### config.mk
export PLATFORM = sky130hd
export DESIGN_NAME = uart_rx_fifo
export DESIGN_NICKNAME = d
export VERILOG_FILES = /design/src/rtl/uart_pkg.sv /design/src/rtl/fifo_mem.sv /design/src/rtl/uart_rx_fifo.sv
export SDC_FILE = /design/constraint.sdc
export NUM_CORES = 1
export LEC_CHECK = 0
export CORE_MARGIN = 3
export CORE_UTILIZATION = 60
export CTS_CLUSTER_SIZE = 24
export DETAILED_ROUTE_END_ITERATION = 7
export PLACE_DENSITY = 0.8
export SLEW_MARGIN = 20
export SYNTH_ARGS = -nofsm -noshare
export SYNTH_HDL_FRONTEND = slang
export SYNTH_SLANG_ARGS = --single-unit
### constraint.sdc
create_clock -name clk -period 4.6 [get_ports clk]
set_input_delay 1.38 -clock clk [delete_from_list [all_inputs] [get_ports clk]]
set_output_delay 1.38 -clock clk [all_outputs]
set_load 0.02 [all_outputs]
### src/rtl/uart_pkg.sv
`default_nettype none
// ============================================================================
//  Module      : uart_pkg
//  Description : Shared constants and types for the UART receive FIFO slice.
//  Revision    : 1.0 - initial release
// ============================================================================
package uart_pkg;

    // Default received-byte width
    localparam int C_DATA_W     = 8;

    // Default receive FIFO depth (entries, power of two)
    localparam int C_FIFO_DEPTH = 16;

    // One received byte
    typedef logic [C_DATA_W-1:0] uart_byte_t;

endpackage : uart_pkg
`default_nettype wire

### src/rtl/fifo_mem.sv
`default_nettype none
// ============================================================================
//  Module      : fifo_mem
//  Description : DEPTH x DATA_W storage array with one synchronous write port
//                and one combinational (show-ahead) read port. Contents are
//                intentionally not reset.
//  Revision    : 1.0 - initial release
// ============================================================================
module fifo_mem #(
    parameter int DEPTH  = 16,
    parameter int DATA_W = 8
) (
    input  logic                     clk,
    input  logic                     i_we,
    input  logic [$clog2(DEPTH)-1:0] i_waddr,
    input  logic [DATA_W-1:0]        i_wdata,
    input  logic [$clog2(DEPTH)-1:0] i_raddr,
    output logic [DATA_W-1:0]        o_rdata
);

    logic [DATA_W-1:0] r_mem [DEPTH];

    // Write the addressed entry on a push
    always_ff @(posedge clk) begin
        if (i_we) begin
            r_mem[i_waddr] <= i_wdata;
        end
    end

    // Head entry is visible without a clock so the reader sees it at once
    assign o_rdata = r_mem[i_raddr];

endmodule : fifo_mem
`default_nettype wire

### src/rtl/uart_rx_fifo.sv
`default_nettype none
// ============================================================================
//  Module      : uart_rx_fifo
//  Description : Receive FIFO between a serial byte receiver and a CPU.
//                Show-ahead read data, registered occupancy/flags, sticky
//                overrun flag for bytes dropped while full.
//  Config      : define UART_RX_OVERRUN_EN to enable the overrun flag;
//                without it overrun is tied to 0 and clr_overrun is ignored.
//  Revision    : 1.0 - initial release
// ============================================================================
module uart_rx_fifo
    import uart_pkg::*;
#(
    parameter int DEPTH  = C_FIFO_DEPTH,
    parameter int DATA_W = C_DATA_W
) (
    input  logic                   clk,
    input  logic                   rst,
    input  logic                   rx_valid,
    input  logic [DATA_W-1:0]      rx_data,
    input  logic                   rd_en,
    output logic [DATA_W-1:0]      rd_data,
    output logic                   data_ready,
    output logic                   full,
    output logic [$clog2(DEPTH):0] count,
    output logic                   overrun,
    input  logic                   clr_overrun
);

    localparam int AW = $clog2(DEPTH);
    localparam int CW = AW + 1;
    localparam logic [AW-1:0] PTR_ONE  = AW'(1);
    localparam logic [CW-1:0] CNT_ONE  = CW'(1);
    localparam logic [CW-1:0] CNT_FULL = CW'(DEPTH);

    logic [AW-1:0] r_wr_ptr;
    logic [AW-1:0] r_rd_ptr;
    logic [CW-1:0] r_count;
    logic          r_full;
    logic          r_ready;
    logic          w_push;
    logic          w_pop;
    logic [CW-1:0] w_count_nxt;

    // A pop frees a slot in the same cycle, so a full FIFO can still accept
    assign w_pop  = rd_en & r_ready;
    assign w_push = rx_valid & (~r_full | w_pop);

    // Next occupancy from the push/pop pair
    always_comb begin
        w_count_nxt = r_count;
        if (w_push && !w_pop) begin
            w_count_nxt = r_count + CNT_ONE;
        end else if (!w_push && w_pop) begin
            w_count_nxt = r_count - CNT_ONE;
        end
    end

    // Pointers, count and flags all derive from the same next count
    always_ff @(posedge clk or posedge rst) begin
        if (rst) begin
            r_wr_ptr <= '0;
            r_rd_ptr <= '0;
            r_count  <= '0;
            r_full   <= 1'b0;
            r_ready  <= 1'b0;
        end else begin
            if (w_push) begin
                r_wr_ptr <= r_wr_ptr + PTR_ONE;
            end
            if (w_pop) begin
                r_rd_ptr <= r_rd_ptr + PTR_ONE;
            end
            r_count <= w_count_nxt;
            r_full  <= (w_count_nxt == CNT_FULL);
            r_ready <= (w_count_nxt != '0);
        end
    end

`ifdef UART_RX_OVERRUN_EN
    logic w_drop;
    logic r_overrun;

    assign w_drop = rx_valid & ~w_push;

    // Sticky drop flag; a drop in the clearing cycle keeps it set
    always_ff @(posedge clk or posedge rst) begin
        if (rst) begin
            r_overrun <= 1'b0;
        end else if (w_drop) begin
            r_overrun <= 1'b1;
        end else if (clr_overrun) begin
            r_overrun <= 1'b0;
        end
    end

    assign overrun = r_overrun;
`else
    logic w_unused_clr;

    assign w_unused_clr = clr_overrun;
    assign overrun      = 1'b0;
`endif

    fifo_mem #(
        .DEPTH  (DEPTH),
        .DATA_W (DATA_W)
    ) u_mem (
        .clk     (clk),
        .i_we    (w_push),
        .i_waddr (r_wr_ptr),
        .i_wdata (rx_data),
        .i_raddr (r_rd_ptr),
        .o_rdata (rd_data)
    );

    assign count      = r_count;
    assign full       = r_full;
    assign data_ready = r_ready;

endmodule : uart_rx_fifo
`default_nettype wire

## Word-level counts from Yosys, hierarchy flattened

Memories as Yosys holds them, arrays and structs flattened.
Index checks and enable logic that the tools add are counted.

| word-level totals | value |
|---|---|
| bits in writable memories | 128 |
| output and inout port bits | 16 |
| register bits after elaboration | 15 |
| memories | 1 |

| operators by class | value |
|---|---|
| $add $sub $neg | 4 |
| bitwise logic cells | 4 |
| mux-type cells | 4 |
| equal/unequal tests | 1 |
| reductions and logical operators | 5 |

Memories:

| name | words | width | read ports | clocked after Yosys merged registers in | wr ports | RTL line | source |
|---|---|---|---|---|---|---|---|
| u_mem.r_mem | 16 | 8 | 1 | 0 | 1 | fifo_mem.sv:21 | `logic [DATA_W-1:0] r_mem [DEPTH];` |

Operator list:

| operator | count |
|---|---|
| $mux W5 | 2 |
| $add A4 B1 Y4 const B | 2 |
| $add A5 B1 Y5 const B | 1 |
| $eq A5 B5 Y1 const B | 1 |
| $reduce_bool A5 Y1 | 1 |
| $sub A5 B1 Y5 const B | 1 |
| $and A1 B1 Y1 | 2 |
| $logic_and A1 B1 Y1 | 2 |
| $logic_not A1 Y1 | 2 |
| $mux W1 | 2 |
| $not A1 Y1 | 1 |
| $or A1 B1 Y1 | 1 |

## Depth between registers and ports, before layout

| logic depth | value |
|---|---|
| depth after elaboration | 8 |
| mapped depth | 7 |

## Hierarchy

Synthesis repeated with hierarchy kept, for this count alone.

| second synthesis, totals | value |
|---|---|
| cells, all modules | 293 |
| area, all modules | 5778.0 um^2 |

By module, submodules not included:

| module | cells each | area an instance (um^2) | seq. area each (um^2) | instances |
|---|---|---|---|---|
| fifo_mem | 221 | 4987.3 | 3843.7 | 1 |
| uart_rx_fifo | 72 | 790.8 | 375.4 | 1 |

## Least setup slack after synthesis

OpenSTA, ideal clock, no wires.

| path | value |
|---|---|
| path kind | register to output |
| start point | reg r_rd_ptr[0] |
| end point | out rd_data[0] |
| setup slack | 1.445 ns |
| stages on the path, launching flop included | 7 |
| path buffers | 3 |
| data arrival time | 1.775 ns |
| data required time | 3.220 ns |
| path through | dfrtp_1 buf_2 buf_4 buf_4 mux4_2 mux2i_1 a21oi_1 |

| between the ends | value |
|---|---|
| word-level cells in the longest chain between the ends | 1 |

Ends and longest elaborated chain:

| item | RTL line | source |
|---|---|---|
| start: declaration | uart_rx_fifo.sv:37 | `logic [AW-1:0] r_rd_ptr;` |
| start signal: assignment | uart_rx_fifo.sv:72 | `r_rd_ptr <= r_rd_ptr + PTR_ONE;` |
| $mem_v2 Z16 W8 | - |  |
| end: declaration | uart_rx_fifo.sv:22 | `output logic [DATA_W-1:0] rd_data,` |

Every way passes these cells.

## Worst setup path after layout

| path | value |
|---|---|
| start point | reg r_rd_ptr[0] |
| end point | out rd_data[7] |

The elaborated chain is that of the path after synthesis.

==> run_results.csv <==
group,metric,value,unit
outcome,status,"completed",
routing,drt_iter0_drc,228,
power_and_ir_drop,p_clk_share,29.8,%
floorplan,io_pins,29,
routing,detail_route.wirelength,10.8,mm
synth,synth_area_leaders,"edfxtp_1 66%, mux4_2 12%, dfrtp_1 6.5%",
floorplan,core,9330,µm²
cells_and_area,fin_cells,479,
cells_and_area,final_cell_mix,"128 x edfxtp_1, 32 x mux4_2, 26 x clkdlybuf4s50_1",
power_and_ir_drop,switchingPower,1.37,mW
sta,hold_violations,0,
synth,synthAdderAreaFrac,1.51,%
synth,synth_top_family_by_area,"multiplexers",
power_and_ir_drop,leakagePower,2.31,nW
sta,rsz0062_at_grt,"false",
synth,ys_warn_count,0,
routing,via_per_inst,5.99,
clock_tree,clock_latency,520,ps
sta,post-route-min-period,4420,ps
global_routing,grtUsageTotal,21.5,%
floorplan,rows,35,
min_path,hp-class,"reg2reg",
synth,yosysTopAreaCell,"edfxtp_1",
synth,synth_xor_xnor_area_share,1.51,%
placement,io_buffers,26,
cells_and_area,layout-drive-gt1-share,22.3,%
synth,avgSynthCellArea,19.4,µm²
synth,syn_area,5810,µm²
clock_tree,numCtsBuffers,17,
power_and_ir_drop,intPower,3.10,mW
power_and_ir_drop,swShare,30.6,%
cells_and_area,layout_commonest_cell,"edfxtp_1",
sta,final-setup-viol-count,0,
synth,synth-compound-area-share,2.61,%
global_routing,grt_start_max_net_pins,30,
sta,relSlewSlack,55.2,%
synth,syn-num-nets,320,
critical_path,critPathMaxFanout,17,
cells_and_area,syn2layout_area_growth,17.3,%
synth,synth.distinct_cells,39,
global_routing,antenna_found_initial,0,
critical_path,required,3220,ps
placement,gp_congestion,0.825,
routing,vias,2870,
run,cap_viol_max_count,0,
synth,synthMuxAreaShare,14.5,%
synth,synthSimpleGateAreaFrac,5.49,%
placement,post-place-cells,447,
clock_tree,post_cts_buffers,0,
sta,final-max-slew-violation-count,0,
clock_tree,cts_resized,0,
power_and_ir_drop,cellPowerDensity,657,nW/µm²
routing,wl_per_cell,22.5,µm
critical_path,crit_path_end_kind,"output port",
routing,drt-pass1-iter-count,5,
clock_tree,holdBufCountCts,0,
floorplan,dieHeight,104,µm
clock_tree,h-tree-depth,4,
clock_tree,cts.sinks,143,
clock_tree,cts_max_path_buffers,2,
synth,netlist.area_leader.share,66.2,%
routing,drc,0,
sta,period_share,96.1,%
sta,skew,9.33,ps
floorplan,fp.dieW,104,µm
global_routing,grt_pass1_vias,3045,
clock_tree,cts_tree,"built",
power_and_ir_drop,ir_drop,454,µV
global_routing,grt_use_met3,4.97,%
routing,ant_nets,0,
global_routing,grt_pass1_wl,17.0,mm
global_routing,use_met2,36.4,%
sta,worstMarginPinSlew,672,ps
cells_and_area,fin_nets,357,
clock_tree,clockRootBuffer,"clkbuf_8",
floorplan,dieArea,10900,µm²
synth,netlist_instances,300,
global_routing,grt.overflow.total,0,
power_and_ir_drop,seqPwrFrac,39.8,%
floorplan,start_util,62.3,%
synth,ys_seq_area_share,72.6,%
critical_path,crit_path_start_kind,"flop",
sta,fmax,0.226,GHz
critical_path,worstPathArrival,3040,ps
global_routing,use_met1,27.9,%
sta,tns,0,ps
cells_and_area,n_antenna_cell,0,
placement,dp_hpwl,6.61,mm
clock_tree,clkTransAtPathRegs,60,ps
global_routing,busiest_layer,"met2",
synth,ys_ff_latch,143,
critical_path,worstSetupPathType,"reg2out",
power_and_ir_drop,power_frac_comb,30.4,%
==> path summary, 6_finish.rpt <==
check,to,startpoint,depth (start not counted),slack [ps]
worst min-delay path,count[4]$_DFF_PP0_,count[4]$_DFF_PP0_,1,500
max in group asynchronous,r_rd_ptr[0]$_DFFE_PP0P_,rst,2,2970
worst min register to register,count[4]$_DFF_PP0_,count[4]$_DFF_PP0_,1,500
worst max-delay path,rd_data[7],r_rd_ptr[0]$_DFFE_PP0P_,5,180
min in group asynchronous,r_rd_ptr[1]$_DFFE_PP0P_,rst,2,1220
worst max register to register,u_mem.r_mem[5][5]$_DFFE_PP_,data_ready$_DFF_PP0_,6,2570
==> through the flow <==
step                      utilization (%)  worst slack (ps)  power, mW  hold slack [ps]  instance area [µm²]
after floorplan                         -              1450       2.68              574                 5810
after global placement               66.7               721       3.11              486                 6220
after detailed placement             66.7               692       3.17              489                 6220
after CTS                            73.0               122       4.51              504                 6810
after global routing                 73.0              17.8       4.67              537                 6810
final                                73.0               178       4.47              496                 6810
==> final cells by class <==
cell class                 count  area, µm²
sequential                   143       4220
fill                         560       2520
multi-input combinational    136       1490
clock buffer                  19        422
timing repair buffer          34        333
clock inverter                13        165
tap                          129        161
inverter                       5       18.8
==> kinds of logic after synthesis <==
| logic type | count (synthesis) |
|---|---|
| buffers and inverters | 21 |
| xor gates and xnor gates | 10 |
| DFF | 143 |
| AOI/OAI and AO/OA | 23 |
| adders and majority gates | 7 |
| other | 1 |
| and+or+nand+nor | 51 |
| muxes | 44 |
==> per-layer routing <==
layer  share of wire [%]  vias to the layer above  routed length, µm
met5                   0                        -                  0
met4                 1.5                        0                157
met3                 6.8                       16                737
met2                  53                      116               5770
met1                  38                     1453               4120
li1                    -                     1285                  -
==> state kept, by name, summed over array words and instances, names as in the netlist <==
signal / flops
r_wr_ptr: 4
count: 5
full: 1
r_rd_ptr: 4
u_mem.r_mem: 128
data_ready: 1
==> power by group through the flow <==
stage / clock network [mW] / registers, mW / logic [mW]
finish: 1.33 / 1.78 / 1.36
global route: 1.40 / 1.81 / 1.46
CTS: 1.35 / 1.78 / 1.38
detailed placement: 0 / 1.80 / 1.36
global placement: 0 / 1.79 / 1.32
floorplan: 0 / 1.72 / 0.964
==> worst max-delay path, stage by stage (launching register included) <==
cell             delay (ps)
dfrtp_2                 700
mux4_2                  570
nor2b_1                 160
a211oi_1                350
a21oi_1                 140
clkdlybuf4s50_1         590
==> Yosys cell counts <==
cell type and instances:
nand3_1 4, nor2_1 6, dfrtp_1 15, nand4_1 1
and4_4 1, o21ai_0 2, nand2_4 1, a31oi_1 1
xor2_1 2, and2_1 4, and2b_1 1, and4b_2 1
xnor2_1 8, ha_1 7, edfxtp_1 128, nor3b_1 1
or3_2 1, a21oi_1 9, nor2b_1 9, and3_1 7
a21boi_1 1, or4b_1 1, and4_1 4, mux2i_1 11
nand2b_1 1, mux2_2 1, a311oi_2 1, buf_1 2
a22oi_1 1, a211oi_1 8, buf_2 6, inv_1 5
clkbuf_1 5, mux4_2 32, conb_1 1, nand2_1 5
nor3_1 2, buf_4 3, nand2b_2 1
Power figures use the tool's default switching activity.
